**config.mk**
```make
export PLATFORM = sky130hd
export DESIGN_NAME = perf_monitor_unit
export DESIGN_NICKNAME = d
export VERILOG_FILES = /design/src/rtl/perf_monitor_unit_pkg.sv /design/src/rtl/perf_monitor_unit_counter.sv /design/src/rtl/perf_monitor_unit.sv
export SDC_FILE = /design/constraint.sdc
export NUM_CORES = 2
export LEC_CHECK = 0
export ABC_AREA = 1
export CORE_ASPECT_RATIO = 1.25
export CORE_MARGIN = 5
export CORE_UTILIZATION = 25
export CTS_BUF_LIST = sky130_fd_sc_hd__clkbuf_4
export DETAILED_ROUTE_END_ITERATION = 12
export GPL_ROUTABILITY_DRIVEN = 0
export PLACE_DENSITY = 0.41
export SLEW_MARGIN = 20
export SYNTH_ARGS = -nofsm -noshare
export SYNTH_HDL_FRONTEND = slang
export SYNTH_SLANG_ARGS = --single-unit
```
**constraint.sdc**
```tcl
create_clock -name clk -period 4.2 [get_ports clk]
set_clock_uncertainty 0.1 [all_clocks]
set_input_delay 1.26 -clock clk [delete_from_list [all_inputs] [get_ports clk]]
set_output_delay 1.26 -clock clk [all_outputs]
set_load 0.01 [all_outputs]
```
**src/rtl/perf_monitor_unit_pkg.sv**
```systemverilog
// Shared definitions for the performance monitor: register map, CTRL/SEL bit positions,
// the per-counter select register layout and the decoded register kinds.
package perf_monitor_unit_pkg;

  // Global registers, as offsets from the window base
  localparam logic [31:0] PMU_CTRL_OFS     = 32'h000;
  localparam logic [31:0] PMU_OVF_STAT_OFS = 32'h004;
  localparam logic [31:0] PMU_OVF_MASK_OFS = 32'h008;

  // Per-counter block: base + stride*i, then SEL/LO/HI inside the block
  localparam logic [31:0] PMU_CNT_BASE_OFS = 32'h100;
  localparam logic [31:0] PMU_CNT_STRIDE   = 32'd16;
  localparam logic [31:0] PMU_SEL_OFS      = 32'h0;
  localparam logic [31:0] PMU_LO_OFS       = 32'h4;
  localparam logic [31:0] PMU_HI_OFS       = 32'h8;

  // CTRL bits
  localparam int CTRL_EN_BIT  = 0;
  localparam int CTRL_CLR_BIT = 1;

  // SEL enable bit in the bus word; event index sits in [7:0]
  localparam int PMU_SEL_EN_BIT = 31;

  // Counter index width: enough for 32 counters
  localparam int PMU_CIDX_W = 5;

  typedef struct packed {
    logic       en;
    logic [7:0] evsel;
  } pmu_sel_t;

  // Decoded target of a bus access; holes inside the window decode as REG_NONE
  typedef enum logic [2:0] {
    REG_NONE,
    REG_CTRL,
    REG_OVF_STAT,
    REG_OVF_MASK,
    REG_SEL,
    REG_LO,
    REG_HI
  } pmu_reg_e;

  // Bus view of a SEL register: unused bits read as zero
  function automatic logic [31:0] sel_to_word(input pmu_sel_t s);
    logic [31:0] w;
    w                 = '0;
    w[PMU_SEL_EN_BIT] = s.en;
    w[7:0]            = s.evsel;
    return w;
  endfunction

endpackage

```
**src/rtl/perf_monitor_unit_counter.sv**
```systemverilog
// One programmable event counter: SEL register, counter value and the hi_hold
// snapshot used for coherent LO-then-HI reads.
module pmu_counter
  import perf_monitor_unit_pkg::*;
#(
  parameter int NUM_EVENTS    = 16,
  parameter int COUNTER_WIDTH = 48
) (
  input  logic                     clk,
  input  logic                     reset_n,
  input  logic [NUM_EVENTS-1:0]    i_events,
  input  logic                     i_global_en,
  input  logic                     i_clear,
  input  logic                     i_load_sel,
  input  logic                     i_load_lo,
  input  logic                     i_load_hi,
  input  logic                     i_latch_hi,
  input  logic [31:0]              i_wdata,
  output logic [COUNTER_WIDTH-1:0] o_count,
  output pmu_sel_t                 o_sel,
  output logic [31:0]              o_hi_hold,
  output logic                     o_wrap
);

  logic [COUNTER_WIDTH-1:0] r_count;
  pmu_sel_t                 r_sel;
  logic [31:0]              r_hi_hold;

  logic [255:0] w_ev_pad;
  logic [63:0]  w_cnt64;
  logic         w_inc;

  // Zero-padding to the full 8-bit index space makes any index >= NUM_EVENTS read 0
  assign w_ev_pad = 256'(i_events);
  assign w_cnt64  = 64'(r_count);
  assign w_inc    = i_global_en & r_sel.en & w_ev_pad[r_sel.evsel];

  // A wrap only counts when the increment actually lands (clear and loads take priority)
  assign o_wrap    = w_inc & (&r_count) & ~i_clear & ~i_load_lo & ~i_load_hi;
  assign o_count   = r_count;
  assign o_sel     = r_sel;
  assign o_hi_hold = r_hi_hold;

  // Counter value: clear-all, then software load, then increment
  always_ff @(posedge clk) begin
    if (!reset_n) begin
      r_count <= '0;
    end else if (i_clear) begin
      r_count <= '0;
    end else if (i_load_lo) begin
      r_count <= COUNTER_WIDTH'({w_cnt64[63:32], i_wdata});
    end else if (i_load_hi) begin
      // Truncation drops HI bits beyond the counter; with a 32-bit counter HI is a no-op
      r_count <= COUNTER_WIDTH'({i_wdata, w_cnt64[31:0]});
    end else if (w_inc) begin
      r_count <= r_count + COUNTER_WIDTH'(1);
    end
  end

  // SEL register and upper-word snapshot taken when LO is read
  always_ff @(posedge clk) begin
    if (!reset_n) begin
      r_sel     <= '0;
      r_hi_hold <= '0;
    end else begin
      if (i_load_sel) begin
        r_sel.en    <= i_wdata[PMU_SEL_EN_BIT];
        r_sel.evsel <= i_wdata[7:0];
      end
      if (i_latch_hi) r_hi_hold <= w_cnt64[63:32];
    end
  end

endmodule

```
**src/rtl/perf_monitor_unit.sv**
```systemverilog
// Performance monitor: NUM_COUNTERS event counters behind a memory-mapped register
// window, with overflow status/mask and a registered 1-cycle read port.
module perf_monitor_unit
  import perf_monitor_unit_pkg::*;
#(
  parameter int          NUM_COUNTERS  = 8,
  parameter int          NUM_EVENTS    = 16,
  parameter int          COUNTER_WIDTH = 48,
  parameter logic [31:0] BASE_ADDRESS  = 32'hffff1000
) (
  input  logic                  clk,
  input  logic                  reset_n,
  input  logic [NUM_EVENTS-1:0] perf_events,
  input  logic                  io_write_en,
  input  logic                  io_read_en,
  input  logic [31:0]           io_address,
  input  logic [31:0]           io_write_data,
  output logic [31:0]           pmu_read_data,
  output logic                  pmu_read_hit,
  output logic                  overflow_irq
);

  localparam logic [31:0] WIN_END =
    PMU_CNT_BASE_OFS + 32'(NUM_COUNTERS) * PMU_CNT_STRIDE;

  logic                    r_ctrl_en;
  logic [NUM_COUNTERS-1:0] r_ovf_stat;
  logic [NUM_COUNTERS-1:0] r_ovf_mask;
  logic [31:0]             r_rdata;
  logic                    r_rhit;

  logic [31:0]             w_off;
  logic                    w_in_win;
  pmu_reg_e                w_reg;
  logic [PMU_CIDX_W-1:0]   w_cidx;
  logic                    w_wr;
  logic                    w_clear_all;
  logic [NUM_COUNTERS-1:0] w_ovf_w1c;
  logic [31:0]             w_rdata;

  logic [NUM_COUNTERS-1:0][COUNTER_WIDTH-1:0] w_count;
  pmu_sel_t [NUM_COUNTERS-1:0]                w_sel;
  logic [NUM_COUNTERS-1:0][31:0]              w_hi_hold;
  logic [NUM_COUNTERS-1:0]                    w_wrap;

  // Address decode: window check, register kind and counter index
  always_comb begin
    w_off    = io_address - BASE_ADDRESS;
    w_in_win = (w_off < WIN_END);
    w_cidx   = PMU_CIDX_W'((w_off - PMU_CNT_BASE_OFS) >> 4);
    w_reg    = REG_NONE;
    if (w_in_win) begin
      if (w_off < PMU_CNT_BASE_OFS) begin
        if (w_off == PMU_CTRL_OFS)          w_reg = REG_CTRL;
        else if (w_off == PMU_OVF_STAT_OFS) w_reg = REG_OVF_STAT;
        else if (w_off == PMU_OVF_MASK_OFS) w_reg = REG_OVF_MASK;
      end else begin
        // The counter base is 16-byte aligned, so the low nibble locates SEL/LO/HI
        if (w_off[3:0] == PMU_SEL_OFS[3:0])     w_reg = REG_SEL;
        else if (w_off[3:0] == PMU_LO_OFS[3:0]) w_reg = REG_LO;
        else if (w_off[3:0] == PMU_HI_OFS[3:0]) w_reg = REG_HI;
      end
    end
  end

  assign w_wr        = io_write_en & w_in_win;
  assign w_clear_all = w_wr & (w_reg == REG_CTRL) & io_write_data[CTRL_CLR_BIT];
  assign w_ovf_w1c   = (w_wr && w_reg == REG_OVF_STAT) ? io_write_data[NUM_COUNTERS-1:0] : '0;

  for (genvar g = 0; g < NUM_COUNTERS; g++) begin : g_ctr
    logic w_sel_this;
    assign w_sel_this = (w_cidx == PMU_CIDX_W'(g));

    pmu_counter #(
      .NUM_EVENTS    (NUM_EVENTS),
      .COUNTER_WIDTH (COUNTER_WIDTH)
    ) u_ctr (
      .clk         (clk),
      .reset_n     (reset_n),
      .i_events    (perf_events),
      .i_global_en (r_ctrl_en),
      .i_clear     (w_clear_all),
      .i_load_sel  (w_wr & w_sel_this & (w_reg == REG_SEL)),
      .i_load_lo   (w_wr & w_sel_this & (w_reg == REG_LO)),
      .i_load_hi   (w_wr & w_sel_this & (w_reg == REG_HI)),
      .i_latch_hi  (io_read_en & w_in_win & w_sel_this & (w_reg == REG_LO)),
      .i_wdata     (io_write_data),
      .o_count     (w_count[g]),
      .o_sel       (w_sel[g]),
      .o_hi_hold   (w_hi_hold[g]),
      .o_wrap      (w_wrap[g])
    );
  end

  // CTRL enable, overflow mask and status; a hardware wrap beats a same-cycle W1C
  always_ff @(posedge clk) begin
    if (!reset_n) begin
      r_ctrl_en  <= 1'b0;
      r_ovf_stat <= '0;
      r_ovf_mask <= '0;
    end else begin
      if (w_wr && w_reg == REG_CTRL)     r_ctrl_en  <= io_write_data[CTRL_EN_BIT];
      if (w_wr && w_reg == REG_OVF_MASK) r_ovf_mask <= io_write_data[NUM_COUNTERS-1:0];
      r_ovf_stat <= (r_ovf_stat & ~w_ovf_w1c) | w_wrap;
    end
  end

  // Read mux over current (pre-edge) state, so a same-cycle write is not visible
  always_comb begin
    w_rdata = '0;
    case (w_reg)
      REG_CTRL:     w_rdata[CTRL_EN_BIT] = r_ctrl_en;
      REG_OVF_STAT: w_rdata = 32'(r_ovf_stat);
      REG_OVF_MASK: w_rdata = 32'(r_ovf_mask);
      REG_SEL, REG_LO, REG_HI: begin
        for (int i = 0; i < NUM_COUNTERS; i++) begin
          if (w_cidx == PMU_CIDX_W'(i)) begin
            if (w_reg == REG_SEL)     w_rdata = sel_to_word(w_sel[i]);
            else if (w_reg == REG_LO) w_rdata = w_count[i][31:0];
            else                      w_rdata = w_hi_hold[i];
          end
        end
      end
      default: w_rdata = '0;
    endcase
  end

  // Registered read port: hit and data one cycle after io_read_en
  always_ff @(posedge clk) begin
    if (!reset_n) begin
      r_rhit  <= 1'b0;
      r_rdata <= '0;
    end else begin
      r_rhit  <= io_read_en & w_in_win;
      r_rdata <= (io_read_en && w_in_win) ? w_rdata : '0;
    end
  end

  assign pmu_read_data = r_rdata;
  assign pmu_read_hit  = r_rhit;
  assign overflow_irq  = |(r_ovf_stat & r_ovf_mask);

endmodule

```
==> summary.md <==
| Metric | Value |
|---|---|
| Status | `completed` |
| Sequential area share after synthesis | `approximately a third` |
| Hold buffers post-CTS | `0` |
| Fillers | `17,300` |
| Max FO, Critical Path | `21` |
| Vias in the first global route | `around 43,000` |
| Worst skew pair latency | `around 1200 ps` |
| CP peak stage delay | `about 510 ps` |
| Hold depth | `2` |
| Multi-input combinational cell area | `around 0.023 mm²` |
| # H-tree levels | `4` |
| Dominant cell type by area after synthesis | `dfxtp_1` |
| Area contributors post-synth | `dfxtp_1 (32%), o21ai_0 (8.9%), nand2_1 (8.7%), a21oi_1 (6.9%), xor2_1 (6.1%)` |
| Nets | `between 6,000 and 7,000` |
| CP startpoint | `io_address[16]` |
| Post-layout min period | `4190 ps` |
| Critical path's slowest cell | `clkdlybuf4s50_1` |
| Switching Share | `about 29%` |
| Slew Limit Fails | `0` |
| DRC Markers | `0` |
| Remaining antenna violation count | `0` |
| Leak | `17.4 nW` |
| Max frequency | `238 MHz` |
| IO buf count | `117` |
| Slew HR | `around 15%` |
| Std cell rows | `between 150 and 200` |
| Clk sinks | `634` |
| CP most frequent cell | `nand2_1` |
| Crit share post-route | `99.9%` |
| CP arrival | `between 5000 and 6000 ps` |
| P_sw | `about 0.0037 W` |
| Area share of the largest cell type after synthesis | `roughly a third` |
| Endpoints failing hold | `0` |
| Worst vdd ir | `between 150 and 200 µV` |
| Area delta synth->final | `26.6%` |
| Global-route wire length before repair | `312,000 µm` |
| Req. time, crit path | `~5200 ps` |
| CP startpoint kind | `primary input` |
| Ys flop type | `dfxtp_1` |
| Share of synthesized registers carrying an async set or reset | `0%` |
| TritonCTS Buffers | `between 150 and 200` |
| Share of layout cells above drive strength 1 | `between 10% and 20%` |
| EDFF count, synth | `0` |
| Top-count cell post-synth | `nand2_1` |
| Clk pin slew, worst setup/hold paths | `about 60 ps` |
| Synth Cell Area | `around 0.039 mm²` |
| Setup violators final | `0` |
| Max-Cap Viols | `0` |
| Clock network power share | `47.3%` |
| CTS tree | `built` |
| Die W | `365 µm` |
| Setup CP Type | `primary input to register` |
| Internal | `about 0.0094 W` |
| Mapped Cells | `approximately 5,900` |
| Sequential Power Share | `a little under half` |
| Largest net degree at the start of global routing | `154` |
| Power density cells | `263 mW/mm²` |
| CTS Buffer Depth | `3` |
| Avg Cell Area, Syn | `6.71 µm²` |
| Yosys warnings | `0` |
| Cells along the critical path | `clkdlybuf4s50_1 -> nand2_2 -> nor2_4 -> nand2_4 -> nand2_1 -> nand2_1 -> nor2_1 -> nand2_1 -> nor2_1 -> nand2_1 -> nor2_4 -> buf_12 -> nand3_4 -> nor2_4 -> nand2_4 -> nor2_4 -> inv_4 -> buf_4 -> o21ai_0 -> o2111ai_1 -> nand2_1 -> o211ai_1 -> nand3_1 -> a21oi_1` |
| Hold Path Origin | `g_ctr[6].u_ctr.o_sel[2]` |
| Comb power frac | `6.9%` |
| Initial Utilization | `25.2%` |
| Wirelength per Cell | `25.7 µm` |
| Initial antenna violation count | `18` |
| Final Power | `approximately 0.013 W` |
| All-layer global routing usage | `26.0%` |
| Least-Margin Pin Slew | `about 1300 ps` |
| R2R depth | `16` |
| Detailed placement HPWL | `167,000 µm` |
| Detailed router's first-iteration violation count | `roughly 4,700` |
| Hold WC Path Type | `register to register` |
| Seq. cell area | `0.0127 mm²` |
| CP endpoint kind | `register` |
| FF+latch count, synth | `634` |
| Drt pass-1 iters | `6` |
| CORE AREA | `between 0.15 and 0.2 mm²` |
| Distinct cells, synth | `63` |
| Via count | `~46,000` |
| Final global-route overflow total | `0` |
| Commonest cells post-synth | `nand2_1 (908), o21ai_0 (700), dfxtp_1 (634)` |
| Final Hold Slack | `395 ps` |
| Synth Net Count | `5,958` |
| I/O pins | `approximately 120` |
| R2r startpoint | `g_ctr[0].u_ctr.o_count[0]` |
| Die Area | `approximately 0.17 mm²` |
| Height of the die | `between 400 and 500 µm` |
| CTS Root Cell | `clkbuf_4` |
| Routed vias/inst | `around 5.3` |
| Detailed Route WL | `223,000 µm` |
## per-stage QoR
step	worst slack (ps)	util [%]	area (µm²)	std cells	setup TNS, ps
CTS	31.7	31.8	49600	8630	0
finish	5.89	31.9	49800	8648	0
global placement	-1320	30.3	47300	8313	-532010
global route	-52.5	31.9	49800	8639	-342
detailed placement	-1280	30.3	47300	8313	-532730
floorplan	193	-	39400	5866	0
## power by group through the flow
stage | combinational (W) | clock [W] | sequential [W]
after global placement | 0.000891 | 0 | 0.00615
after CTS | 0.000886 | 0.00640 | 0.00601
after global routing | 0.000912 | 0.00665 | 0.00601
final | 0.000899 | 0.00620 | 0.00601
after floorplan | 0.000230 | 0 | 0.00615
after detailed placement | 0.000884 | 0 | 0.00615
## placed cells by master, fill, tap and decap left out, types with 6 or more instances in the layout
| master | netlist | routed |
|---|---|---|
| nand2_1 | 908 | 903 |
| o21ai_0 | 700 | 696 |
| dfxtp_1 | 634 | 632 |
| inv_1 | 588 | 586 |
| buf_4 | 9 | 561 |
| a21oi_1 | 539 | 529 |
| nor2_1 | 508 | 501 |
| xor2_1 | 274 | 274 |
| clkbuf_4 | 0 | 256 |
| nor3_1 | 200 | 199 |
| nand3_1 | 179 | 178 |
| a211oi_1 | 171 | 171 |
| a31oi_1 | 132 | 132 |
| clkdlybuf4s50_1 | 0 | 109 |
| nor4_1 | 100 | 100 |
| nand4_1 | 85 | 85 |
| a221oi_1 | 82 | 82 |
| buf_12 | 0 | 72 |
| o22ai_1 | 64 | 64 |
| clkinv_1 | 13 | 56 |
| o211ai_1 | 49 | 49 |
| o221ai_1 | 35 | 33 |
| inv_2 | 31 | 31 |
| nor2_4 | 15 | 26 |
| nor2_2 | 30 | 26 |
| o21ai_1 | 21 | 24 |
| xnor2_1 | 17 | 17 |
| or2_2 | 17 | 17 |
| nand3b_1 | 14 | 14 |
| a221oi_2 | 14 | 14 |
| diode_2 | 0 | 11 |
| nand2_2 | 6 | 11 |
| a21oi_2 | 1 | 11 |
| a22oi_1 | 10 | 10 |
| o2111ai_1 | 8 | 8 |
| ha_1 | 8 | 8 |
| nor3_2 | 6 | 7 |
| nor3b_1 | 7 | 7 |
| o41ai_1 | 6 | 6 |
## area by class of cell
type / instances / share of cell area (%)
antenna: 11 / 0.0552
clock buffer: 256 / 3.86
clock inverter: 61 / 0.796
inverter: 633 / 4.80
multi-input combinational: 4250 / 46.1
sequential: 634 / 25.5
tap: 2050 / 5.15
timing repair buffer: 753 / 13.8
## critical path: cells and delay by family
| family | cells | cell delay, ps |
|---|---|---|
| AO/OA/AOI/OAI | 4 | 1150 |
| buffers and inverters | 4 | 950 |
| AND/OR/NAND/NOR | 16 | 1770 |
## layer usage
layer / part of all wire [%] / GRT usage, %
met2: 44 / 40.2
met1: 41 / 33.1
met3: 7.9 / 5.07
met5: 0.012 / 0
met4: 7.1 / 16.5
## repair_timing
item                                    CTS  global route
resized for setup                         4            36
setup buffers                             0             7
endpoints found under the setup margin    1           114
pin swaps                                 1             5
## kinds of logic after synthesis
group                    Yosys count  share of synthesized area, %
XOR/XNOR                         291                          6.48
AND/OR/NAND/NOR                 2094                          23.6
buffers and inverters            982                          9.79
AO/OA/AOI/OAI                   1857                          27.7
flip-flops                       634                          32.2
adder cells (fa/ha/maj)            8                         0.254
## final timing paths
check	end	slack [ps]
max	pmu_read_data[11]	6
min	g_ctr[6].u_ctr.o_sel[2]	400
max reg2reg	g_ctr[0].u_ctr.o_count[33]	250
min reg2reg	g_ctr[6].u_ctr.o_sel[2]	400
## registers in the layout, summed over array words and instances (netlist names)
name,count
r_ovf_stat,8
g_ctr.u_ctr.o_hi_hold,128
g_ctr.u_ctr.o_sel,72
r_ctrl_en,1
g_ctr.u_ctr.o_count,384
pmu_read_hit,1
pmu_read_data,32
r_ovf_mask,8
Note: power is estimated with default switching activity, not from simulation.
